`src/rtl/hazard_pkg.sv`:
```
// hazard_pkg: shared issue-controller state encoding and constants for hazard_scoreboard
package hazard_pkg;
  typedef enum logic [1:0] {RUN, STALL, FREEZE} state_t;
  localparam logic [31:0] NOP = 32'h0000_0000;
  localparam logic [4:0] REG_ZERO = 5'd0;
endpackage

```
`src/rtl/sb_counter.sv`:
```
// sb_counter: one register's pending-write counter; load wins over decrement, hold freezes it.
module sb_counter
  import hazard_pkg::*;
#(
  parameter int DEPTH = 3,
  parameter int CNT_W = $clog2(DEPTH + 1)
) (
  input  logic             clk,
  input  logic             rst_n,
  input  logic             hold,
  input  logic             load,
  input  logic             dec,
  output logic [CNT_W-1:0] cnt,
  output logic             nz
);
  logic [CNT_W-1:0] nxt;
  always_comb
    nxt = hold ? cnt : load ? CNT_W'(DEPTH) : (dec && cnt != '0) ? cnt - CNT_W'(1) : cnt;
  // nz tracks the new count so the busy mask falls in the same cycle the counter reaches zero
  always_ff @(posedge clk or negedge rst_n)
    if (!rst_n) begin
      cnt <= '0;
      nz  <= 1'b0;
    end else begin
      cnt <= nxt;
      nz  <= |nxt;
    end
endmodule

```
`src/rtl/hazard_scoreboard.sv`:
```
// hazard_scoreboard: scoreboard issue controller driving PC/IF-ID enables, bubbles and flushes.
// Optional HAZARD_SB_STATS_EN adds stall-cycle and flush counters.
module hazard_scoreboard
  import hazard_pkg::*;
#(
  parameter int DEPTH = 3,
  parameter int CNT_W = $clog2(DEPTH + 1)
) (
  input  logic        ip_clk,
  input  logic        ip_rst_n,
  input  logic [31:0] ip_instruction,
  input  logic        ip_valid_ID,
  input  logic        ip_R_format,
  input  logic        ip_I_format,
  input  logic        ip_Lw,
  input  logic        ip_Sw,
  input  logic        ip_Beq,
  input  logic        ip_RegWrite_ID,
  input  logic [4:0]  ip_dest_ID,
  input  logic        ip_branch_taken,
  input  logic        ip_mem_busy,
  output logic        op_pc_we,
  output logic        op_ifid_we,
  output logic        op_flush_IF,
  output logic        op_bubble,
  output logic        op_stall,
  output logic [31:0] op_busy_mask
`ifdef HAZARD_SB_STATS_EN
  ,
  output logic [31:0] op_stall_cycles,
  output logic [15:0] op_flush_count
`endif
);
  state_t state, next;
  logic [CNT_W-1:0] cnt [32];
  logic [31:0] nz;
  logic [4:0] rs, rt;
  logic use_rs, use_rt, hazard, issue, wr;
  logic pc_we, ifid_we, flush, bubble, stall;
  assign rs = ip_instruction[25:21];
  assign rt = ip_instruction[20:16];
  assign use_rs = ip_R_format | ip_I_format | ip_Lw | ip_Sw | ip_Beq;
  assign use_rt = ip_R_format | ip_Sw | ip_Beq;
  // a NOP only names $0, which is never pending, so excluding it changes nothing
  assign hazard = ip_valid_ID & (ip_instruction != NOP) &
                  ((use_rs & (cnt[rs] != '0)) | (use_rt & (cnt[rt] != '0)));
  assign wr = issue & ip_RegWrite_ID & (ip_dest_ID != REG_ZERO);
  assign cnt[0] = '0;
  assign nz[0] = 1'b0;
  for (genvar g = 1; g < 32; g++) begin : g_cnt
    sb_counter #(.DEPTH(DEPTH), .CNT_W(CNT_W)) u_cnt (
      .clk  (ip_clk),
      .rst_n(ip_rst_n),
      .hold (ip_mem_busy),
      .load (wr & (ip_dest_ID == 5'(g))),
      .dec  (1'b1),
      .cnt  (cnt[g]),
      .nz   (nz[g])
    );
  end
  always_comb begin
    next = state;
    {pc_we, ifid_we, flush, bubble, stall, issue} = '0;
    if (ip_mem_busy) next = FREEZE;
    else if (ip_branch_taken) begin
      {pc_we, ifid_we, flush, bubble} = '1;
      next = RUN;
    end else if (hazard) begin
      {stall, bubble} = '1;
      next = STALL;
    end else begin
      {pc_we, ifid_we} = '1;
      issue = ip_valid_ID;
      next = RUN;
    end
  end
  always_ff @(posedge ip_clk or negedge ip_rst_n)
    if (!ip_rst_n) state <= RUN;
    else state <= next;
  assign op_pc_we     = ip_rst_n & pc_we;
  assign op_ifid_we   = ip_rst_n & ifid_we;
  assign op_flush_IF  = ip_rst_n & flush;
  assign op_bubble    = ip_rst_n & bubble;
  assign op_stall     = ip_rst_n & stall;
  assign op_busy_mask = nz;
`ifdef HAZARD_SB_STATS_EN
  always_ff @(posedge ip_clk or negedge ip_rst_n)
    if (!ip_rst_n) begin
      op_stall_cycles <= '0;
      op_flush_count  <= '0;
    end else begin
      if (op_stall) op_stall_cycles <= op_stall_cycles + 32'd1;
      if (op_flush_IF && op_flush_count != 16'hFFFF) op_flush_count <= op_flush_count + 16'd1;
    end
`endif
endmodule

```
`config.mk`:
```
export PLATFORM = sky130hd
export DESIGN_NAME = hazard_scoreboard
export DESIGN_NICKNAME = d
export VERILOG_FILES = /design/src/rtl/hazard_pkg.sv /design/src/rtl/sb_counter.sv /design/src/rtl/hazard_scoreboard.sv
export SDC_FILE = /design/constraint.sdc
export NUM_CORES = 1
export LEC_CHECK = 0
export ABC_CLOCK_PERIOD_IN_PS = 3300
export CAP_MARGIN = 20
export CORE_MARGIN = 3
export CORE_UTILIZATION = 49
export DETAILED_ROUTE_END_ITERATION = 10
export PLACE_DENSITY = 0.88
export SLEW_MARGIN = 10
export SYNTH_ARGS = -nofsm -noshare
export SYNTH_HDL_FRONTEND = slang
export SYNTH_SLANG_ARGS = --single-unit
```
`constraint.sdc`:
```
create_clock -name ip_clk -period 3.3 [get_ports ip_clk]
set_input_delay 0.825 -clock ip_clk [delete_from_list [all_inputs] [get_ports ip_clk]]
set_output_delay 0.825 -clock ip_clk [all_outputs]
set_load 0.01 [all_outputs]
```
Yosys cells after proc, flatten, opt, wreduce, memory -nomap -nowiden
Index checks and enable logic that the tools add are counted.
Widths: inputs -> output; s select.
{"block": "word_totals", "ff_bits": 93, "latchBits": 0, "mem_bits_rw": 0, "rom_bits": 0, "output_inout_bits": 37, "wordCells": 354, "mem_count": 0}
{"block": "op_classes", "n_addsub": 31, "multipliers": 0, "n_div": 0, "order_cmp": 2, "eq_ne": 31, "n_shift": 0, "muxes": 112, "n_bitwise": 50, "n_reduce_logical": 66}
{"operator": "$mux 2", "count": 97}
{"operator": "$eq 5x5->1 const B", "count": 16}
{"operator": "$reduce_bool 2->1", "count": 33}
{"operator": "$reduce_or 2->1", "count": 31}
{"operator": "$sub 2x1->2 const B", "count": 31}
{"operator": "$and 1x1->1", "count": 41}
{"operator": "$eq 5x4->1 const B", "count": 8}
{"operator": "$reduce_bool 32->1", "count": 1}
{"operator": "$bmux 2 s5", "count": 2}
{"operator": "$eq 5x3->1 const B", "count": 4}
{"operator": "$mux 1", "count": 13}
{"operator": "$ge 6x6->1 const B", "count": 2}
{"operator": "$not 5->6", "count": 2}
{"operator": "$eq 5x2->1 const B", "count": 2}
{"operator": "$or 1x1->1", "count": 7}
{"operator": "$eq 5x1->1 const B", "count": 1}
{"operator": "$reduce_bool 5->1", "count": 1}

Logic depth before layout (Yosys ltp)
{"block": "depth", "ltp_word": 17, "ltp_mapped": 10, "ltp_nobuf": 6}

By module
A second synthesis with hierarchy kept.
{"block": "hier_totals", "hier_cells": 686, "hier_area_um2": 6829.0}
{"module": "sb_counter", "instances": 31, "cells_each": 15, "area_each_um2": 170.2, "seq_area_each_um2": 75.1}
{"module": "hazard_scoreboard", "instances": 1, "cells_each": 221, "area_each_um2": 1554.0, "seq_area_each_um2": 0.0}

Worst setup path after synthesis
No wires, ideal clock.
{"block": "synth_path", "kind": "input port to output port", "startpoint": "input port ip_instruction[17]", "endpoint": "output port op_pc_we", "arrival_time_ns": 2.734, "setup_slack_ns": -0.259, "stages": 9, "cell_sequence": "buf_2 > mux4_2 > nand2b_1 > a311oi_1 > nor4b_4 > buf_6 > buf_6 > o21bai_1 > buf_4"}
{"block": "synth_via", "elab_chain_cells": 12, "word_cells_on_any_way": 14, "classes_between": "mux: 6; bitwise: 6; reduce/logical: 2"}
{"element": "start, declared", "line": "hazard_scoreboard.sv:11", "text": "input logic [31:0] ip_instruction,"}
{"element": "$not 5->6 (not written as such)", "line": "hazard_scoreboard.sv:46", "text": "((use_rs & (cnt[rs] != '0)) | (use_rt & (cnt[rt] != '0)));"}
{"element": "$bmux 2 s5", "line": "hazard_scoreboard.sv:46"}
{"element": "$mux 2 (not written as such) (2 in a row)", "line": "hazard_scoreboard.sv:46"}
{"element": "$reduce_bool 2->1", "line": "hazard_scoreboard.sv:46"}
{"element": "$and 1x1->1", "line": "hazard_scoreboard.sv:46"}
{"element": "$or 1x1->1", "line": "hazard_scoreboard.sv:46"}
{"element": "$and 1x1->1 *", "line": "hazard_scoreboard.sv:45", "text": "assign hazard = ip_valid_ID & (ip_instruction != NOP) &"}
{"element": "$mux 1 * (3 in a row)"}
{"element": "$and 1x1->1 *"}
{"element": "end, declared", "line": "hazard_scoreboard.sv:22", "text": "output logic op_pc_we,"}
Mark *: on every way between the ends. The rest lies on a longest branch, timed or not. The select of a mux whose other input is x is not followed.

Worst setup path after layout
{"block": "layout_path", "startpoint": "input port ip_instruction[11]", "endpoint": "output port op_bubble"}
{"block": "layout_via", "elab_chain_cells": 7}
{"element": "$reduce_bool 32->1", "line": "hazard_scoreboard.sv:45"}
{"element": "$and 1x1->1 (2 in a row)", "line": "hazard_scoreboard.sv:45"}
{"element": "$mux 1", "line": "hazard_scoreboard.sv:68", "text": "end else if (hazard) begin"}
{"element": "$mux 1", "line": "hazard_scoreboard.sv:65", "text": "else if (ip_branch_taken) begin"}
{"element": "$mux 1", "line": "hazard_scoreboard.sv:64", "text": "if (ip_mem_busy) next = FREEZE;"}
{"element": "$and 1x1->1", "line": "hazard_scoreboard.sv:83", "text": "assign op_bubble = ip_rst_n & bubble;"}
{"element": "end, declared", "line": "hazard_scoreboard.sv:25", "text": "output logic op_bubble,"}
No other way between the ends.

==> metrics.md <==
| Metric | Value |
|---|---|
| Global route total overflow | 0 |
| Critical Path Source Type | primary input |
| CTS tree | built |
| Mux cell area share after synthesis | 5.75% |
| Largest family of logic cells by synthesized area | compound AO/OA/AOI/OAI gates |
| Fillers | 823 |
| Most frequent cells in the layout | 113 x o21ai_0, 93 x dfrtp_1, 64 x a21oi_1, 64 x buf_4, 63 x clkdlybuf4s50_1 |
| Routability congestion estimate | 0.927 |
| Min-delay worst type | reg -> reg |
| Row count | 37 |
| MaxCap Viol Count | 0 |
| Vias | 4,703 |
| N_diodes | 0 |
| ANT nets after route | 0 |
| Max-slew headroom | 56.6% |
| Num ports | 85 |
| WP data required | 2470 ps |
| Clk pin slew, worst setup/hold paths | 80 ps |
| Final min period | 3460 ps |
| Failing checks | negative setup slack |
| Pre-CTS setup slack | -1050 ps |
| Worst Path Arrival | 2630 ps |
| H-tree depth | 3 |
| Clk_skew | 13.5 ps |
| Reg2Reg Setup Slack | 270 ps |
| Synth warn | 0 |
| Synthesized area | 5270 sq um |
| Synth unique cells | 45 |
| EDFF count, synth | 0 |
| Worst VDD drop | 0.236 mV |
| Total CTS buffers | 9 |
| Crit path setup slack, layout | -159 ps |
| Top FF cell, synth | dfrtp_1 |
| Ys async rst share | 100% |
| Share of cells above drive strength 1 | 23.2% |
| Crit-path cells | clkdlybuf4s50_1 > nor4_2 > nand4_1 > o21ai_2 > nor2_1 > nor4b_4 > buf_6 > o31a_1 > buf_2 |
| Vias in the first global route | 4,381 |
| Global-route wire length before repair | 21.8 mm |
| Top delay family on crit path | buffers and inverters |
| Mean post-synth cell area | 9.23 sq um |
| Critical path's slowest cell | clkdlybuf4s50_1 |
| Worst-Margin Slew | 651 ps |
| RSZ-0062 raised after global routing | true |
| Crit path max fanout | 3 |
| Clk pwr share | 37.0% |
| Largest net degree at the start of global routing | 125 |
| Internal power | 1.75 mW |
| Final Cycle Share | 105% |
| Initial DRC count | 313 |
| Nets@finish | 712 |
| Post-DP HPWL | 9.71 mm |
| Post-synthesis net count | 619 |
| P per Cell Area | 345 nW/um^2 |
| Pre-antenna DRT Iters | 5 |
| Crit path kind | in -> out |
| Lkg Pwr | 2.77 nW |
| Latest clock arrival within the worst-skew pair | 370 ps |
| Synthesized flop and latch total | 93 |
| Sw Ratio | 24.8% |
| Xor and xnor fraction of the mapped netlist area | 0% |
| Via/cell ratio | 5.84 |
| Total routed wirelength | 13.8 mm |
| Clock Path Buffers | 2 |
| Register area share after synthesis | 44.2% |
| Cell total after placement | 778 |
| Compound-gate portion of the synthesized area | 24.6% |
| CTS Sinks | 93 |
| Area delta synth->final | 28.0% |
| Die width | 110 microns |
| Cell count after synthesis | 571 |
| DRC errors left | 0 |
| P_sw | 0.577 mW |
| Max Clock Freq | 289 MHz |
| Overall routing resource usage | 23.6% |
| Status | complete, but fails checks |
| Die Height | 110 microns |
| Setup Viol. Count Final | 4 |
| Worst path bufs/invs | 3 |
| Initial Util | 50.8% |
| CP max stage delay | 430 ps |
| Finished Layout Cells | 805 |
| Synth Area in Adders | 0% |
| Slew Viols, Final | 0 |
| Root Buffer | clkbuf_8 |
| Drt wl/cell | 17.1 microns |
| Worst Setup End Kind | primary output |
| Sequential Power Share | 49.4% |
| Die footprint | 12,000 sq um |
| Core area | 10,400 sq um |
| Initial antenna violation count | 0 |
| Combinational share of power | 13.5% |
| Final Hold Fails | 0 |
| Commonest non-fill, non-tap cell in the layout | o21ai_0 |
| Port Buf Inserts | 83 |
| Post-synthesis simple-gate area fraction | 16.1% |
Yosys cell counts, drive strengths merged (2+ instances only):
cell type  number  share of area, %
clkbuf         27               2.0
nor3           34               3.2
buf            48               7.1
nand2          12              0.85
nor3b          35               5.0
nor2b           4              0.47
nand4b          3              0.50
or4             2              0.28
o21ai         158                16
nor4b           2              0.62
nor4            9               1.1
nor2           37               2.6
nand4           2              0.24
dfrtp          93                44
o21a            2              0.28
nand2b          4              0.47
nand3           3              0.28
mux4           13               5.6
a211oi          2              0.38
a21oi          65               6.2
what timing repair did:
item                       in CTS  in global routing
setup buffers                  10                  2
setup endpoints to repair      35                  6
pin swaps                      16                 12
cloned                          1                  0
resized for setup              62                 16
hold buffers                    0                  0
metal layers:
layer / share of wire, % / global-route usage (%) / routed length, microns
met2: 47 / 37.3 / 6540
met3: 9.8 / 6.28 / 1350
met4: 0.96 / 5.97 / 133
met1: 42 / 32.6 / 5770
met5: 0 / 0 / 0
metrics by stage:
step | hold WS (ps) | area [sq um] | power, mW | setup TNS [ps] | utilization (%)
4_1_cts | 523 | 6700 | 2.34 | -760 | 64.6
5_1_grt | 553 | 6750 | 2.42 | -899 | 65.0
2_1_floorplan | 473 | 5310 | 1.32 | -88.8 | -
3_5_place_dp | 510 | 6310 | 1.46 | -35960 | 60.8
3_3_place_gp | 497 | 6310 | 1.45 | -34120 | 60.8
6_report | 523 | 6750 | 2.33 | -529 | 65.0
logic make-up (layout without fill, tap and decap cells):
family,Yosys count,after routing
flops,93,93
mux,14,14
buf+inv,76,174
simple gates,151,151
other cells,1,1
compound gates,236,236
registers in the layout (all words and copies together) (netlist names):
| signal | count |
|---|---|
| g_cnt.u_cnt.cnt | 62 |
| g_cnt.u_cnt.nz | 31 |
power groups by stage:
stage	clock network [mW]	logic (mW)	registers [mW]
after floorplan	0	0.152	1.17
after global placement	0	0.279	1.17
after detailed placement	0	0.286	1.17
after CTS	0.881	0.309	1.15
after global routing	0.927	0.341	1.15
final	0.862	0.315	1.15
worst register-to-register path: cells and delay by family, from the launching register on:
family,cells,cell delay [ps]
and+or+nand+nor,3,770
AOI/OAI and AO/OA,2,400
buffers and inverters,4,780
DFF,1,410
muxes,1,500
worst paths after layout:
path                                   startpoint                endpoint  cells past startpoint
max                            ip_instruction[11]               op_bubble                      9
min                         g_cnt[3].u_cnt.cnt[1]       g_cnt[3].u_cnt.nz                      2
max reg2reg                g_cnt[23].u_cnt.cnt[0]      g_cnt[31].u_cnt.nz                     10
min reg2reg                 g_cnt[3].u_cnt.cnt[1]       g_cnt[3].u_cnt.nz                      2
max in group asynchronous                ip_rst_n  g_cnt[14].u_cnt.cnt[0]                      3
min in group asynchronous                ip_rst_n       g_cnt[3].u_cnt.nz                      2
cell type report:
cell class | instances | area [sq um] | share of cell area, %
inverter | 1 | 3.75 | 0.0556
clock inverter | 4 | 70.1 | 1.04
tap | 136 | 170 | 2.52
timing repair buffer | 157 | 1440 | 21.3
clock buffer | 12 | 155 | 2.30
multi-input combinational | 402 | 2580 | 38.3
sequential | 93 | 2330 | 34.5
Power figures use the tool's default switching activity.
==> RTL change (same settings) <==
`REG_ZERO`: 5'd0 -> 5'd1.
--- a/src/rtl/hazard_pkg.sv
+++ b/src/rtl/hazard_pkg.sv
@@ -4,3 +4,3 @@
   localparam logic [31:0] NOP = 32'h0000_0000;
-  localparam logic [4:0] REG_ZERO = 5'd0;
+  localparam logic [4:0] REG_ZERO = 5'd1;
 endpackage
Formal check against the unedited RTL: not equivalent (a bounded check fails within 4 cycles, from zero or initial values and one cycle with ip_rst_n low).
==> RTL change against the original RTL <==
  * The flow still finishes with violations (setup timing)
  * Die area shrank 0.58%
  * Critical path depth fell by 2
  * Synthesized cell count increased by 3.7%
  * Final cell count rose by 1.4%
  * Setup slack lost 0.14 ns
  * Routed wire length up 3.6%
  * Power decreased by 6.6%
  * Design area decreased by 1.5%
  * Register-to-register slack improved by 0.42 ns
  * Synthesized area fell by 0.62%
  * Clock skew is 0.0027 ns lower
  * Sequential cell count unchanged
  * Clock power shrank 18%
  * Critical endpoint is now op_ifid_we
==> RTL change: results (changes against the original RTL) <==
[min_path]
hold_class = in2async

[synthesis]
syn_nets = 640  ; +3.4%
synth.most_common_cell = dfrtp_1
muxShareOfSynthArea_pct = 3.441  ; -2.3 points
synth_compound_area_share_pct = 26.98  ; +2.3 points
synth_seq_area_share_pct = 44.44  ; +0.27 points
ys_warn_count = 0  ; unchanged
postSynth.asyncResetShare_pct = 100.0  ; unchanged
synth_edf_count = 0  ; unchanged
synth_cell_type_count = 46  ; +2.2%
synth_common_cells = dfrtp_1 (93), o21ai_1 (87), a21oi_1 (68)
synthAdderAreaFrac_pct = 0  ; unchanged
synth_cells = 592  ; +3.7%
synth_xor_area_share_pct = 0  ; unchanged
synth.area.top_cells = dfrtp_1 (44%), o21ai_1 (8.3%), a21oi_1 (6.5%)

[global_routing]
grt_max_degree = 93  ; -26%
met3_usage_pct = 4.639  ; -1.6 points
grt_pass1_vias = 4642  ; +6.0%
grt_use_total_pct = 24.75  ; +1.1 points
grt_pass1_wl_um = 22800  ; +4.6%
grt_antenna_before_repair = 0  ; unchanged
grt_use_met1_pct = 33.54  ; +0.92 points
use_met2_pct = 38.10  ; +0.83 points

[placed_design]
portBuffers = 83  ; unchanged
place_inst = 793  ; +1.9%
dp_hpwl_um = 9851  ; +1.5%
gp_congestion = 0.8851  ; -4.6%

[power_and_ir_drop]
vdd_drop_max_mv = 0.1996  ; -15%
p_leak_nw = 2.770  ; about the same

[sta]
drv_slew = 0  ; unchanged
finClkSkew_ns = 0.01078  ; -0.002733 ns
timing.final.ws_setup_ns = -0.2995  ; -0.1404 ns
max_slew.worst_pin.slew_ns = 0.8214  ; +0.1709 ns
setup_viol = 4  ; unchanged

[setup_path]
crit_start = ip_instruction[22]
cp_slowest_cell = mux4_2
max_stage_delay_ns = 0.49  ; +0.06 ns
rr_startpoint = g_cnt[20].u_cnt.cnt[0]$_DFF_PN0_
crit_fanout = 3  ; unchanged
worst_ep_arrival_time_ns = 2.77  ; +0.14 ns
rrSetupSlack_ns = 0.69  ; +0.42 ns

[cts]
numCtsBuffers = 9  ; unchanged
htreeDepth = 3  ; unchanged
path_clk_slew_ns = 0.09
insertion_delay_ns = 0.37  ; about the same
clockBufferDepth = 2  ; unchanged
root_buffer = clkbuf_8

[status]
violations = setup timing
outcome = complete, but fails checks

[route]
routedWlPerCell_um = 17.51  ; +2.2%
drt_pre_antenna_iters = 6  ; +1
vias_per_cell = 5.928  ; +1.5%
dr.first_iter.drc_count = 301  ; -3.8%

[layout]
nFillCells = 844  ; +2.6%
drive_gt1_share_pct = 22.06  ; -1.1 points
top_regs = g_cnt.u_cnt.cnt (62), g_cnt.u_cnt.nz (31)
final_nets = 723  ; +1.5%
fin_cells = 816  ; +1.4%
diodes = 0  ; unchanged

RTL change: changes by cell type after synthesis, sizes merged, moves of 6 or more:
cell   change
nor3      -19
mux4       -6
nor2      +25
o21ai      -6
RTL change: area by class of cell:
cell class / count / share of cell area (%)
tap: 136 / 2.561
timing repair buffer: 150 / 20.20
inverter: 2 / 0.1130
sequential: 93 / 35.02
clock inverter: 5 / 0.5084
clock buffer: 11 / 2.128
multi-input combinational: 419 / 39.47
RTL change: worst paths after layout:
check / end / cells after the start
min in group ip_clk: g_cnt[3].u_cnt.nz$_DFF_PN0_ / 2
min reg2reg: g_cnt[3].u_cnt.nz$_DFF_PN0_ / 2
max in group asynchronous: g_cnt[1].u_cnt.cnt[0]$_DFF_PN0_ / 3
min: g_cnt[31].u_cnt.nz$_DFF_PN0_ / 2
max reg2reg: g_cnt[29].u_cnt.nz$_DFF_PN0_ / 7
max: op_ifid_we / 7
RTL change: report_power, final:
| part | switching [mW] | total (mW) | internal (mW) | leakage, nW |
|---|---|---|---|---|
| combinational | 0.187 | 0.316 | 0.129 | 1.39 |
| clock | 0.413 | 0.708 | 0.295 | 0.0857 |
| sequential | 0.00451 | 1.15 | 1.15 | 1.30 |
| total | 0.605 | 2.17 | 1.57 | 2.77 |
RTL change: timing repair:
action                                  CTS  global route
gates resized for setup                  85             2
endpoints found under the setup margin   92             5
setup buffers                             7             0
pin swaps                                25             0
RTL change: cells by family (layout without fill, tap and decap cells):
group	Yosys count	count (layout)
buffers and inverters	80	168
DFF	93	93
AOI/OAI and AO/OA	245	245
and+or+nand+nor	164	164
muxes	9	9
other	1	1
RTL change: critical path, delay by kind of cell:
| family | cells | cell delay, ns |
|---|---|---|
| and+or+nand+nor | 1 | 0.27 |
| AOI/OAI and AO/OA | 2 | 0.67 |
| buffers and inverters | 2 | 0.23 |
| muxes | 2 | 0.77 |
RTL change: per-stage QoR:
step	cell area, µm²	TNS, ns	hold slack (ns)	setup slack [ns]
after CTS	6638	-1.018	0.5449	-0.2804
after global placement	6259	-27.83	0.4980	-1.149
after detailed placement	6259	-36.42	0.5217	-1.205
after floorplan	5253	-0.4199	0.4790	-0.2217
after global routing	6645	-1.265	0.5671	-0.3318
final	6645	-1.045	0.5343	-0.2995
RTL change: layer usage:
layer | routed length, µm | vias up
met4 | 518 | 0
met2 | 6699 | 198
met5 | 0 | -
met1 | 6099 | 2324
li1 | - | 2273
met3 | 969 | 42
